## config.mk

```make
export PLATFORM = sky130hd
export DESIGN_NAME = i2c_txn_sequencer
export DESIGN_NICKNAME = d
export VERILOG_FILES = /design/src/rtl/i2c_pkg.sv /design/src/rtl/i2c_cmd_issue.sv /design/src/rtl/i2c_txn_sequencer.sv
export SDC_FILE = /design/constraint.sdc
export NUM_CORES = 1
export LEC_CHECK = 0
export CAP_MARGIN = 20
export CORE_MARGIN = 2
export CORE_UTILIZATION = 40
export DETAILED_ROUTE_END_ITERATION = 7
export PLACE_DENSITY = 0.59
export SLEW_MARGIN = 20
export SYNTH_ARGS = -nofsm -noshare
export SYNTH_HDL_FRONTEND = slang
export SYNTH_HIERARCHICAL = 1
export SYNTH_SLANG_ARGS = --single-unit
```

## constraint.sdc

```tcl
create_clock -name i_clk -period 4.8 [get_ports i_clk]
set_input_delay 1.44 -clock i_clk [delete_from_list [all_inputs] [get_ports i_clk]]
set_output_delay 1.44 -clock i_clk [all_outputs]
set_load 0.03 [all_outputs]
```

## src/rtl/i2c_pkg.sv

```systemverilog
// Shared definitions for the I2C transaction sequencer: engine command codes,
// sequencer states and per-step helpers.
package i2c_pkg;

    localparam logic [3:0] CMD_IDLE    = 4'd0;
    localparam logic [3:0] CMD_START   = 4'd1;
    localparam logic [3:0] CMD_RESTART = 4'd2;
    localparam logic [3:0] CMD_STOP    = 4'd3;
    localparam logic [3:0] CMD_WRITE   = 4'd4;
    localparam logic [3:0] CMD_READ    = 4'd5;

    localparam logic RW_WRITE = 1'b0;
    localparam logic RW_READ  = 1'b1;

    typedef enum logic [3:0] {
        S_IDLE, S_START, S_DEV_W, S_REG, S_DATA_W,
        S_RESTART, S_DEV_R, S_READ, S_STOP, S_DONE
    } seq_state_t;

    typedef enum logic [1:0] {PH_IDLE, PH_ISSUE, PH_WAIT} issue_phase_t;

    // Successor of a step when it completes cleanly.
    function automatic seq_state_t next_step(input seq_state_t st, input logic rw);
        case (st)
            S_START:   return S_DEV_W;
            S_DEV_W:   return S_REG;
            S_REG:     return (rw == RW_READ) ? S_RESTART : S_DATA_W;
            S_DATA_W:  return S_STOP;
            S_RESTART: return S_DEV_R;
            S_DEV_R:   return S_READ;
            S_READ:    return S_STOP;
            S_STOP:    return S_DONE;
            default:   return S_IDLE;
        endcase
    endfunction

    function automatic logic is_write_step(input seq_state_t st);
        return (st == S_DEV_W) || (st == S_REG) || (st == S_DATA_W) || (st == S_DEV_R);
    endfunction

    function automatic logic [3:0] step_cmd(input seq_state_t st);
        case (st)
            S_START:   return CMD_START;
            S_RESTART: return CMD_RESTART;
            S_STOP:    return CMD_STOP;
            S_READ:    return CMD_READ;
            S_DEV_W, S_REG, S_DATA_W, S_DEV_R: return CMD_WRITE;
            default:   return CMD_IDLE;
        endcase
    endfunction

    function automatic logic [7:0] step_byte(input seq_state_t st, input logic [6:0] dev,
                                             input logic [7:0] reg_addr, input logic [7:0] wdata);
        case (st)
            S_DEV_W:  return {dev, RW_WRITE};
            S_REG:    return reg_addr;
            S_DATA_W: return wdata;
            S_DEV_R:  return {dev, RW_READ};
            default:  return 8'h00;
        endcase
    endfunction

endpackage

```

## src/rtl/i2c_cmd_issue.sv

```systemverilog
// One engine command: valid/ready issue, then wait for done, with a per-command
// timeout. Completion (done or timeout) is reported combinationally via o_fin.
module i2c_cmd_issue
    import i2c_pkg::*;
#(
    parameter logic [15:0] P_TIMEOUT = 16'd50000,
    parameter int          P_CNT_W   = 16
) (
    input  logic       i_clk,
    input  logic       i_rst_n,
    input  logic       i_go,
    input  logic [3:0] i_cmd,
    input  logic [7:0] i_byte,
    input  logic       i_nack,
    output logic       o_cmd_valid,
    output logic [3:0] o_cmd,
    output logic [7:0] o_cmd_byte,
    output logic       o_cmd_nack,
    input  logic       i_cmd_ready,
    input  logic       i_cmd_done,
    input  logic       i_ack,
    input  logic [7:0] i_rd_byte,
    output logic       o_fin,
    output logic       o_fin_ack,
    output logic       o_fin_tmo,
    output logic [7:0] o_fin_byte
);

    localparam logic [P_CNT_W-1:0] TMO_LAST = P_CNT_W'(P_TIMEOUT - 16'd1);
    localparam logic [P_CNT_W-1:0] CNT_ONE  = P_CNT_W'(1);

    issue_phase_t       phase_q;
    logic [P_CNT_W-1:0] cnt_q;
    logic               valid_q;
    logic [3:0]         cmd_q;
    logic [7:0]         byte_q;
    logic               nack_q;
    logic               tmo_hit;
    logic               done_hit;

    // A done arriving on the last counted cycle still counts as completion.
    assign done_hit = (phase_q == PH_WAIT) && i_cmd_done;
    assign tmo_hit  = (phase_q != PH_IDLE) && (cnt_q == TMO_LAST);

    assign o_fin       = done_hit || tmo_hit;
    assign o_fin_tmo   = tmo_hit && !done_hit;
    assign o_fin_ack   = i_ack;
    assign o_fin_byte  = i_rd_byte;
    assign o_cmd_valid = valid_q;
    assign o_cmd       = cmd_q;
    assign o_cmd_byte  = byte_q;
    assign o_cmd_nack  = nack_q;

    always_ff @(posedge i_clk or negedge i_rst_n) begin
        if (!i_rst_n) begin
            phase_q <= PH_IDLE;
            cnt_q   <= '0;
            valid_q <= 1'b0;
            cmd_q   <= CMD_IDLE;
            byte_q  <= 8'h00;
            nack_q  <= 1'b0;
        end else if (phase_q == PH_IDLE) begin
            if (i_go) begin
                phase_q <= PH_ISSUE;
                cnt_q   <= '0;
                valid_q <= 1'b1;
                cmd_q   <= i_cmd;
                byte_q  <= i_byte;
                nack_q  <= i_nack;
            end
        end else if (o_fin || (phase_q == PH_ISSUE && i_cmd_ready)) begin
            phase_q <= o_fin ? PH_IDLE : PH_WAIT;
            cnt_q   <= cnt_q + CNT_ONE;
            valid_q <= 1'b0;
            cmd_q   <= CMD_IDLE;
            nack_q  <= 1'b0;
        end else begin
            cnt_q <= cnt_q + CNT_ONE;
        end
    end

endmodule

```

## src/rtl/i2c_txn_sequencer.sv

```systemverilog
// Register-access transaction sequencer: turns one read/write request into the
// START/WRITE/RESTART/READ/STOP command sequence for the byte-level I2C engine.
module i2c_txn_sequencer
    import i2c_pkg::*;
#(
    parameter logic [15:0] P_TIMEOUT = 16'd50000,
    parameter int          P_CNT_W   = 16
) (
    input  logic       i_clk,
    input  logic       i_rst_n,
    input  logic       i_req,
    input  logic       i_RW,
    input  logic [6:0] i_dev_addr,
    input  logic [7:0] i_reg_addr,
    input  logic [7:0] i_W_data,
    output logic       o_busy,
    output logic       o_done,
    output logic       o_err_nack,
    output logic       o_err_tmo,
    output logic [7:0] o_R_data,
    output logic [3:0] o_cmd,
    output logic       o_cmd_valid,
    output logic [7:0] o_cmd_byte,
    output logic       o_cmd_nack,
    input  logic       i_cmd_ready,
    input  logic       i_cmd_done,
    input  logic       i_ack,
    input  logic [7:0] i_rd_byte
);

    seq_state_t state_q, step_next;
    logic       rw_q;
    logic [6:0] dev_q;
    logic [7:0] reg_q, wdata_q, rdata_q;
    logic       busy_q, done_q, err_nack_q, err_tmo_q;
    logic       go_q, go_nack_q;
    logic [3:0] go_cmd_q;
    logic [7:0] go_byte_q;
    logic       fin, fin_ack, fin_tmo;
    logic [7:0] fin_byte;

    i2c_cmd_issue #(.P_TIMEOUT(P_TIMEOUT), .P_CNT_W(P_CNT_W)) u_issue (
        .i_clk(i_clk), .i_rst_n(i_rst_n),
        .i_go(go_q), .i_cmd(go_cmd_q), .i_byte(go_byte_q), .i_nack(go_nack_q),
        .o_cmd_valid(o_cmd_valid), .o_cmd(o_cmd), .o_cmd_byte(o_cmd_byte), .o_cmd_nack(o_cmd_nack),
        .i_cmd_ready(i_cmd_ready), .i_cmd_done(i_cmd_done), .i_ack(i_ack), .i_rd_byte(i_rd_byte),
        .o_fin(fin), .o_fin_ack(fin_ack), .o_fin_tmo(fin_tmo), .o_fin_byte(fin_byte)
    );

    // Any failure diverts to STOP; a failing STOP itself is never retried.
    always_comb begin
        step_next = next_step(state_q, rw_q);
        if (fin_tmo)
            step_next = (state_q == S_STOP) ? S_DONE : S_STOP;
        else if (is_write_step(state_q) && !fin_ack)
            step_next = S_STOP;
    end

    always_ff @(posedge i_clk or negedge i_rst_n) begin
        if (!i_rst_n) begin
            state_q    <= S_IDLE;
            rw_q       <= RW_WRITE;
            dev_q      <= 7'h00;
            reg_q      <= 8'h00;
            wdata_q    <= 8'h00;
            rdata_q    <= 8'h00;
            busy_q     <= 1'b0;
            done_q     <= 1'b0;
            err_nack_q <= 1'b0;
            err_tmo_q  <= 1'b0;
            go_q       <= 1'b0;
            go_cmd_q   <= CMD_IDLE;
            go_byte_q  <= 8'h00;
            go_nack_q  <= 1'b0;
        end else begin
            go_q   <= 1'b0;
            done_q <= 1'b0;
            case (state_q)
                S_IDLE: if (i_req) begin
                    rw_q       <= i_RW;
                    dev_q      <= i_dev_addr;
                    reg_q      <= i_reg_addr;
                    wdata_q    <= i_W_data;
                    err_nack_q <= 1'b0;
                    err_tmo_q  <= 1'b0;
                    busy_q     <= 1'b1;
                    state_q    <= S_START;
                    go_q       <= 1'b1;
                    go_cmd_q   <= CMD_START;
                    go_byte_q  <= 8'h00;
                    go_nack_q  <= 1'b0;
                end
                S_DONE: state_q <= S_IDLE;
                default: if (fin) begin
                    state_q <= step_next;
                    if (fin_tmo)
                        err_tmo_q <= 1'b1;
                    else if (is_write_step(state_q) && !fin_ack)
                        err_nack_q <= 1'b1;
                    if (state_q == S_READ && !fin_tmo)
                        rdata_q <= fin_byte;
                    if (step_next == S_DONE) begin
                        done_q <= 1'b1;
                        busy_q <= 1'b0;
                    end else begin
                        go_q      <= 1'b1;
                        go_cmd_q  <= step_cmd(step_next);
                        go_byte_q <= step_byte(step_next, dev_q, reg_q, wdata_q);
                        go_nack_q <= (step_next == S_READ);
                    end
                end
            endcase
        end
    end

    assign o_busy     = busy_q;
    assign o_done     = done_q;
    assign o_err_nack = err_nack_q;
    assign o_err_tmo  = err_tmo_q;
    assign o_R_data   = rdata_q;

endmodule

```

==> summary.md, run 1 <==
| Metric | Value |
|---|---|
| CTS root buf | `clkbuf_8` |
| Finished Core Util | `roughly half` |
| H-tree levels | `3` |
| Area share of the largest cell type after synthesis | `53.0%` |
| Mapped Cells | `~360` |
| Die Y | `104 µm` |
| Buffer count from post-CTS setup fixing | `0` |
| Hpwl dp | `approximately 6000 µm` |
| Final setup viols | `0` |
| Synth Flop Type | `dfrtp_1` |
| CTS tree | `yes` |
| WL/cell | `roughly 15 µm` |
| Clk Latency, worst-skew pair | `around 350 ps` |
| Syn. warnings | `6` |
| Gr ovfl total | `0` |
| Initial antenna violation count | `0` |
| IO Pins | `between 60 and 70` |
| Post-CTS Hold Fix Bufs | `0` |
| Unrepaired setup endpoints after global routing | `no` |
| Critical-path maximum fanout | `21` |
| Avg Inst Size Synth | `~11 µm²` |
| Std-Cell Rows | `36` |
| Global-route wire length before repair | `roughly 14000 µm` |
| Max-Cap Viols | `0` |
| Share of layout cells above drive strength 1 | `14.3%` |
| Final clock skew | `16.8 ps` |
| Flop and latch count out of synthesis | `84` |
| CP required | `~5000 ps` |
| Async SR Flop Fraction | `100%` |
| Total Power | `between 2 and 3 mW` |
| Core outline area | `9680 µm²` |
| Top post-synthesis cells by area | `dfrtp_1 (53%), mux2_2 (9.1%), nand2_1 (4.4%), mux2i_1 (2.8%), buf_4 (2.3%)` |
| Top-count cell post-synth | `dfrtp_1` |
| CTS buffer count | `9` |
| Vias/cell | `5.23` |
| Tightest Pin Transition | `about 870 ps` |
| P&R area growth vs syn | `21.7%` |
| Post-cts sizing count | `0` |
| Antenna viol nets, final | `0` |
| Inserted Diodes | `0` |
| CP arrival | `about 3800 ps` |
| Initial Utilization | `roughly 41%` |
| Syn_nets | `403` |
| PortBufs | `63` |
| Largest area contributor in the netlist | `dfrtp_1` |
| DIE AREA | `roughly 11000 µm²` |
| Vias in the first global route | `approximately 3000` |
| Power density cells | `538 nW/µm²` |
| Fin crit share | `roughly 75%` |
| Fillers | `around 880` |
| Via count | `~2900` |
| Final net count | `roughly 450` |
| Drt drc | `0` |
| 1st-pass router iterations | `4` |
| Die X | `104 µm` |
| Crit path kind | `in -> reg` |
| Yosys cell types | `55` |
| CTS Buffer Depth | `2` |
| Mapped cell area | `around 4000 µm²` |
| Status | `complete, no violations` |
| Largest net degree at the start of global routing | `85` |
| Total Wirelength | `~8400 µm` |
| Final Hold Viols | `0` |
| CTS sink count | `84` |
| Fin crit period | `between 3000 and 4000 ps` |
| Drt initial violations | `around 150` |
| Number of synthesized flops with an enable pin | `0` |
| Final TNS setup | `0 ps` |
| Setup crit start kind | `primary input` |
| Clk pin slew, worst setup/hold paths | `90 ps` |
| FF-to-FF path depth | `8` |
| Slew margin rel. | `a little over two fifths` |
| Crit. End Element | `register` |
| Number of max-slew violations in the final report | `0` |
| Worst vdd ir | `roughly 0.23 mV` |
| P_leak | `2.05 nW` |
| Total GRT Usage | `roughly 17%` |
| Routability cong. | `approximately 0.86` |
| Fmax | `277 MHz` |
| Min-Delay Path Class | `reg -> reg` |
| Hold Crit Depth | `2` |
| Synth top cells by count | `dfrtp_1 (84), nand2_1 (46), mux2_2 (32)` |
| Sequential area share after synthesis | `a little over half` |
[state kept, by name, indices dropped and copies added, names as in the netlist, 2 cells and up]
signal / cells
go_cmd_q: 3
u_issue/cnt_q: 16
u_issue/o_cmd: 4
u_issue/o_cmd_byte: 8
o_R_data: 8
dev_q: 7
state_q: 4
go_byte_q: 8
reg_q: 8
wdata_q: 8
u_issue/phase_q: 2
[per-stage QoR]
stage	cells	hold slack [ps]	instance area [µm²]	setup slack (ps)
after detailed placement	536	470	4630	840
after floorplan	364	439	3970	1880
after global placement	536	464	4630	985
final	552	485	4830	1190
after global routing	552	520	4830	1040
after CTS	552	486	4820	1230
[report_power, final]
| part | switching [mW] | internal, mW | total (mW) |
|---|---|---|---|
| clock network | 0.266 | 0.206 | 0.472 |
| logic | 0.496 | 0.455 | 0.951 |
| registers | 0.231 | 0.941 | 1.17 |
[layer usage]
| layer | track usage, % | wire length, µm | share of wire [%] | vias to the layer above |
|---|---|---|---|---|
| li1 | - | - | - | 1402 |
| met1 | 22.8 | 3940 | 47 | 1405 |
| met2 | 26.1 | 4040 | 48 | 72 |
| met3 | 4.66 | 385 | 4.6 | 6 |
| met4 | 5.02 | 80 | 0.95 | 0 |
| met5 | 0 | 0 | 0 | - |
[cell type report]
class | count | area, µm² | area share [%]
Inverter | 10 | 37.5 | 0.778
Clock buffer | 10 | 138 | 2.85
Sequential cell | 84 | 2100 | 43.6
Timing Repair Buffer | 68 | 669 | 13.9
Multi-Input combinational cell | 241 | 1660 | 34.5
Tap cell | 133 | 166 | 3.45
Clock inverter | 6 | 50.0 | 1.04
[path summary, 6_finish.rpt]
kind | slack [ps] | start | end
setup / recovery | 1190 | i_cmd_done | go_byte_q[5]
hold / removal | 480 | u_issue/o_cmd_byte[6] | u_issue/o_cmd_byte[6]
setup reg to reg | 1430 | u_issue/cnt_q[5] | o_R_data[0]
hold reg to reg | 480 | u_issue/o_cmd_byte[6] | u_issue/o_cmd_byte[6]
max in group asynchronous | 3150 | i_rst_n | go_byte_q[7]
min in group asynchronous | 1140 | i_rst_n | u_issue/cnt_q[2]
[critical path: stages]
cell	delay, ps
clkdlybuf4s50_1	520
nand2_1	90
o21a_1	240
nor2_1	200
a32oi_1	150
a22oi_2	760
nor3b_1	140
a221o_1	300
[kinds of logic (layout without fill, tap and decap cells)]
kind of cell	after synthesis	after routing	share of synthesized area (%)
AO/OA/AOI/OAI	74	74	13.3
adder cells (fa/ha/maj)	1	1	0.315
buffers and inverters	39	94	5.24
flip-flops	84	84	53.0
multiplexers	43	43	11.9
other	1	1	0.0945
AND/OR/NAND/NOR	122	122	16.2
[cell usage in the layout, fill, tap and decap left out, types with 2 or more instances in the layout]
cell,instances
a22oi_1,2
nor3_1,3
clkinv_4,4
clkbuf_8,10
buf_4,5
nor2_1,17
or4_1,2
nand3_1,10
or3_1,3
mux2i_1,11
o21bai_1,2
o21a_1,5
nor3b_1,11
inv_1,10
and3_1,3
or2_1,2
nor4_1,3
nand2b_1,4
nor2b_1,3
mux2_2,32
a32oi_1,7
a22o_1,5
and2_1,3
clkdlybuf4s50_1,62
nand2_1,46
clkinvlp_4,2
a221o_1,8
nand3b_1,2
a31oi_1,3
o21ai_0,17
dfrtp_1,84
a21oi_1,11
o22ai_1,2
o211ai_1,3
Power figures use the tool's default switching activity.
==> run 2: changes to the inputs <==
Settings changed: PLACE_DENSITY 0.59 to 0.61.
Clock period 4.8 ns to 3.1 ns, I/O delays scaled along.
==> run 2 against run 1 <==
Critical path depth grew 3. Worst setup slack lost 1000 ps. Design area increased by 2.2%. Clock power rose by 67%. Register-to-register slack worse by 1200 ps. Final cell count grew 1.1%. Utilization grew 1.1 points. Routed wire length up 0.96%. Sequential power increased by 51%. Flip-flop and latch count did not move.
==> summary.md, run 2 (same netlist as run 1, synthesis figures left out) <==
| Metric | Value |
|---|---|
| Crit. End Element | `register` |
| Min-Delay Path Class | `reg -> reg` |
| Inserted Diodes | `0 (unchanged)` |
| Drt drc | `0 (unchanged)` |
| P_leak | `2.11 nW (+2.7%)` |
| Reg area | `2100 µm² (unchanged)` |
| Crit path kind | `reg -> reg` |
| CP required | `3340 ps (-1690 ps)` |
| Setup crit start kind | `register` |
| Largest net degree at the start of global routing | `44 (-48%)` |
| Die X | `104 µm (unchanged)` |
| CTS buffer count | `9 (unchanged)` |
| DR WL met2 | `3940 µm (-2.5%)` |
| H-tree levels | `3 (unchanged)` |
| 1st-pass router iterations | `4 (unchanged)` |
| CTS Buffer Depth | `2 (unchanged)` |
| Final setup viols | `0 (unchanged)` |
| Global-route wire length before repair | `14600 µm (+0.96%)` |
| Clock Power Share | `19.1% (+0.9 points)` |
| Tightest Pin Transition | `734 ps (-139 ps)` |
| Fmax | `around 340 MHz` |
| Vias in the first global route | `2999 (+2.5%)` |
| Number of max-slew violations in the final report | `0 (unchanged)` |
| Status | `complete, no violations` |
| Fin crit share | `a little over nine tenths` |
| Std-Cell Rows | `36 (unchanged)` |
| Total GRT Usage | `16.9% (+0.22 points)` |
| Fin crit period | `2910 ps` |
| Final Hold Viols | `0 (unchanged)` |
| Core outline area | `9680 µm² (unchanged)` |
| Reg power frac | `42.8% (-2.4 points)` |
| Most frequent cells in the layout | `dfrtp_1 (84), clkdlybuf4s50_1 (62), nand2_1 (45)` |
| PortBufs | `63 (unchanged)` |
| CTS sink count | `84 (unchanged)` |
| Final TNS setup | `0 ps (unchanged)` |
| Clk Latency, worst-skew pair | `350 ps (about the same)` |
| Critical-path maximum fanout | `6 (-71%)` |
| Biggest register | `u_issue/cnt_q` |
| WL/cell | `15.3 µm (-0.13%)` |
| Hold slack | `468 ps (-16.7 ps)` |
| Antenna viol nets, final | `0 (unchanged)` |
| Fillers | `879 (-0.34%)` |
| Routability cong. | `0.880 (+2.4%)` |
| Vias/cell | `5.34 (+2.3%)` |
| Design area | `4930 µm² (+2.2%)` |
| P&R area growth vs syn | `24.3%` |
| Max-Cap Viols | `0 (unchanged)` |
| Finished Core Util | `50.9% (+1.1 points)` |
| CTS root buf | `clkbuf_8` |
| Switching Share | `36.5% (-1.7 points)` |
| Via count | `2982 (+3.4%)` |
| Placed instance area | `4720 µm² (+1.9%)` |
| Switching power | `1.51 mW (+52%)` |
| Total Power | `4.14 mW (+59%)` |
| Total Wirelength | `8530 µm (+0.96%)` |
| R2R Setup Slk | `190 ps (-1240 ps)` |
| CP arrival | `3150 ps (-690 ps)` |
| Hpwl dp | `6100 µm (+3.6%)` |
| Gr ovfl total | `0 (unchanged)` |
| Post-Route M1 WL | `3990 µm (+1.3%)` |
| Final clock skew | `9.19 ps (-7.59 ps)` |
| Initial antenna violation count | `0 (unchanged)` |
| Unrepaired setup endpoints after global routing | `no` |
| Top Layer Used | `met4` |
| Die Y | `104 µm (unchanged)` |
| Slew margin rel. | `51.0% (+9.2 points)` |
| Internal power | `2.63 mW (+64%)` |
| CTS tree | `yes` |
| Commonest non-fill, non-tap cell in the layout | `dfrtp_1` |
| Worst vdd ir | `0.382 mV (+67%)` |
| WL met3 | `444 µm (+15%)` |
| Max FFs per register | `16 (unchanged)` |
| Final net count | `460 (+1.5%)` |
| IO Pins | `64 (unchanged)` |
| Clk pin slew, worst setup/hold paths | `80 ps (about the same)` |
| Drt initial violations | `111 (-25%)` |
| Power density cells | `839 nW/µm² (+56%)` |
| DIE AREA | `10700 µm² (unchanged)` |
| Combinational share of power | `38.1% (+1.5 points)` |
| Initial Utilization | `41.0% (unchanged)` |
| Share of layout cells above drive strength 1 | `15.8% (+1.4 points)` |
| Area of the multi-input gates | `1670 µm² (+0.23%)` |
[run 2: cell count changes in the layout (fill, tap and decap cells not counted), sizes merged]
cell and change:
clkinvlp -1, clkbuf +2, clkinv -3, bufinv +1, buf +7
[run 2: worst paths after layout]
path,startpoint,to,cells past startpoint
max,u_issue/cnt_q[5],go_byte_q[0],11
min,go_byte_q[7],u_issue/o_cmd_byte[7],2
max reg2reg,u_issue/cnt_q[5],go_byte_q[0],11
min reg2reg,go_byte_q[7],u_issue/o_cmd_byte[7],2
max in group asynchronous,i_rst_n,u_issue/o_cmd_byte[0],2
min in group asynchronous,i_rst_n,o_R_data[7],1
[run 2: area by class of cell]
class                      count  share of cell area [%]
clock buffer                  12                    3.15
clock inverter                 3                   0.939
tap                          133                    3.38
multi-input combinational    241                    33.8
timing repair buffer          75                    15.3
sequential                    84                    42.6
inverter                      10                   0.761
[run 2: per-layer routing]
layer | vias to the layer above | track usage [%]
met4 | 0 | 6.27
met5 | - | 0
li1 | 1415 | -
met1 | 1466 | 22.5
met3 | 17 | 4.22
met2 | 84 | 26.9
[run 2: critical path, cell delays in order, from the launching register on]
cell       delay, ps
dfrtp_1          430
nand4bb_1        190
or4_1            520
nor3_1           220
buf_4            180
o21a_1           190
nor2_1           100
a21boi_1         200
buf_4            170
a21oi_1          250
nor3_1           100
a221o_1          260
[run 2: what timing repair did]
item,CTS,global route
gates resized for setup,0,2
hold buffers,0,0
setup buffers,0,0
endpoints found under the setup margin,0,13
[run 2: power by group through the flow]
stage	combinational [mW]	clock [mW]	sequential (mW)
after floorplan	1.01	0	1.82
after global placement	1.56	0	1.79
after global routing	1.73	0.864	1.83
after CTS	1.59	0.814	1.77
after detailed placement	1.58	0	1.80
final	1.58	0.790	1.77
[run 2: through the flow]
stage | instances | setup slack, ps
finish | 558 | 187
global placement | 543 | -15.3
global route | 558 | 21.8
CTS | 558 | 84.9
floorplan | 364 | 353
detailed placement | 543 | -16.5
==> run 3: changes to the inputs <==
Settings changed: CORE_UTILIZATION 40 to 48, CTS_CLUSTER_DIAMETER set to 60, PLACE_DENSITY 0.61 to 0.72.
==> run 3 against run 2 <==
Combinational power barely moved. Final cell count fell by 4.5%. Critical path depth did not move. Worst hold slack improved by 21 ps. Fmax rose by 3.6%. Non-clock buffer count rose by 2. Register-to-register slack improved by 100 ps. Critical path type unchanged. Largest power group unchanged.
==> summary.md, run 3 (same netlist as run 1, synthesis figures left out) <==
| Metric | Value |
|---|---|
| Total Wirelength | `8150 µm (-4.5%)` |
| Buffer count from post-CTS setup fixing | `0 (unchanged)` |
| GR Util met3 | `5.35% (+1.1 points)` |
| Gr ovfl total | `0 (unchanged)` |
| Final Hold Viols | `0 (unchanged)` |
| Most frequent cells in the layout | `dfrtp_1 (84), clkdlybuf4s50_1 (62), nand2_1 (46)` |
| CTS Buffer Depth | `2 (unchanged)` |
| Tightest Pin Transition | `701 ps (-32.8 ps)` |
| Initial antenna violation count | `0 (unchanged)` |
| Core outline area | `8090 µm² (-16%)` |
| Share of layout cells above drive strength 1 | `17.1% (+1.3 points)` |
| Pre-CTS WS | `34.9 ps (+51.4 ps)` |
| Met1 Track Usage GR | `27.2% (+4.7 points)` |
| Clk pin slew, worst setup/hold paths | `90 ps (about the same)` |
| CP arrival | `3060 ps (-90 ps)` |
| Min-Delay Path Class | `reg -> reg` |
| Setup crit start kind | `register` |
| DIE AREA | `9010 µm² (-16%)` |
| Crit path kind | `reg -> reg` |
| IO Pins | `64 (unchanged)` |
| Biggest register | `u_issue/cnt_q` |
| Drt drc | `0 (unchanged)` |
| Worst vdd ir | `0.401 mV (+4.9%)` |
| Fin crit share | `90.7% (-3.3 points)` |
| Std-Cell Rows | `33 (-8.3%)` |
| Max-Cap Viols | `0 (unchanged)` |
| Final clock skew | `8.32 ps (-0.872 ps)` |
| WL/cell | `15.3 µm (about the same)` |
| Total Power | `4.13 mW (-0.24%)` |
| Hold slack | `489 ps (+21.2 ps)` |
| Largest net degree at the start of global routing | `45 (+2.3%)` |
| Post-CTS Hold Fix Bufs | `0 (unchanged)` |
| PortBufs | `63 (unchanged)` |
| Fmax | `356 MHz (+3.6%)` |
| Inst Count DP | `517 (-4.8%)` |
| CTS tree | `yes` |
| CTS root buf | `clkbuf_8` |
| Final setup viols | `0 (unchanged)` |
| Global-route wire length before repair | `13900 µm (-4.5%)` |
| Commonest non-fill, non-tap cell in the layout | `dfrtp_1` |
| Hpwl dp | `5840 µm (-4.3%)` |
| Setup WS post-layout | `289 ps (+102 ps)` |
| Antenna viol nets, final | `0 (unchanged)` |
| CTS sink count | `84 (unchanged)` |
| Crit. End Element | `register` |
| Drt initial violations | `121 (+9.0%)` |
| 1st-pass router iterations | `5 (+1)` |
| Vias in the first global route | `2925 (-2.5%)` |
| Total GRT Usage | `19.9% (+3.0 points)` |
| Via count | `2918 (-2.1%)` |
| Fin crit period | `2810 ps (-102 ps)` |
| P&R area growth vs syn | `23.6%` |
| Die Y | `94.9 µm (-8.4%)` |
| Number of max-slew violations in the final report | `0 (unchanged)` |
| Status | `complete, no violations` |
| Met2 Use GR | `30.8% (+3.9 points)` |
| Post-Layout Cell Count | `533 (-4.5%)` |
| Fillers | `692 (-21%)` |
| Routability cong. | `0.854 (-3.0%)` |
| Slew margin rel. | `53.2% (+2.2 points)` |
| P_leak | `2.12 nW (+0.61%)` |
| Initial Utilization | `49.0% (+8.1 points)` |
| Power density cells | `842 nW/µm² (+0.35%)` |
| CTS buffer count | `9 (unchanged)` |
| Inserted Diodes | `0 (unchanged)` |
| H-tree levels | `3 (unchanged)` |
| Critical-path maximum fanout | `9 (+3)` |
| Vias/cell | `5.47 (+2.4%)` |
| Unrepaired setup endpoints after global routing | `no` |
| Final net count | `462 (+0.43%)` |
| Clk Latency, worst-skew pair | `360 ps (about the same)` |
| Busiest layer in global routing | `met2` |
| Max FFs per register | `16 (unchanged)` |
| Die X | `94.9 µm (-8.4%)` |
| CP required | `3350 ps (about the same)` |
| Final TNS setup | `0 ps (unchanged)` |
-- run 3: path summary, 6_finish.rpt --
path / from / end / slack (ps) / cells after the start
worst max-delay path: u_issue/cnt_q[4] / go_cmd_q[1] / 290 / 11
worst min-delay path: u_issue/o_cmd_byte[7] / u_issue/o_cmd_byte[7] / 490 / 2
worst max register to register: u_issue/cnt_q[4] / go_cmd_q[1] / 290 / 11
worst min register to register: u_issue/o_cmd_byte[7] / u_issue/o_cmd_byte[7] / 490 / 2
max in group asynchronous: i_rst_n / u_issue/o_cmd[0] / 1910 / 2
min in group asynchronous: i_rst_n / o_R_data[0] / 560 / 1
-- run 3: what timing repair did --
action                                 in CTS  in global routing
resized for setup                           0                  5
setup endpoints to repair                   0                 15
endpoints found under the hold margin       0                  0
-- run 3: where the power goes --
group | internal [mW] | leakage (nW) | switching, mW
Sequential | 1.46 | 1.09 | 0.309
Clock | 0.376 | 0.100 | 0.412
Combinational | 0.751 | 0.926 | 0.822
-- run 3: cell type report --
cell class	count	area, µm²	share of cell area (%)
repair buffers	77	746	15.2
clock buffers	9	124	2.53
inverters	10	37.5	0.766
clock inverters	7	73.8	1.51
flip-flops and latches	84	2100	42.9
multi-input cells	241	1690	34.4
well taps	105	131	2.68
-- run 3: metal layers --
layer	wire length [µm]	part of all wire [%]
met1	3810	47
met2	3830	47
met3	365	4.5
met4	143	1.8
met5	0	0
-- run 3: metrics by stage --
step / cell area [µm²] / util [%]
floorplan: 3970 / -
global placement: 4680 / 57.8
detailed placement: 4680 / 57.8
CTS: 4880 / 60.3
global route: 4900 / 60.6
finish: 4900 / 60.6
-- run 3: worst max-delay path: stages (launching register included) --
cell and delay [ps]:
dfrtp_1 430, nand4bb_1 180, or4_1 510, nor3_1 160, buf_4 150, o21a_1 200, nor2_1 100, a32oi_1 270
a22oi_2 130, buf_4 180, nand2b_1 140, a32o_1 250
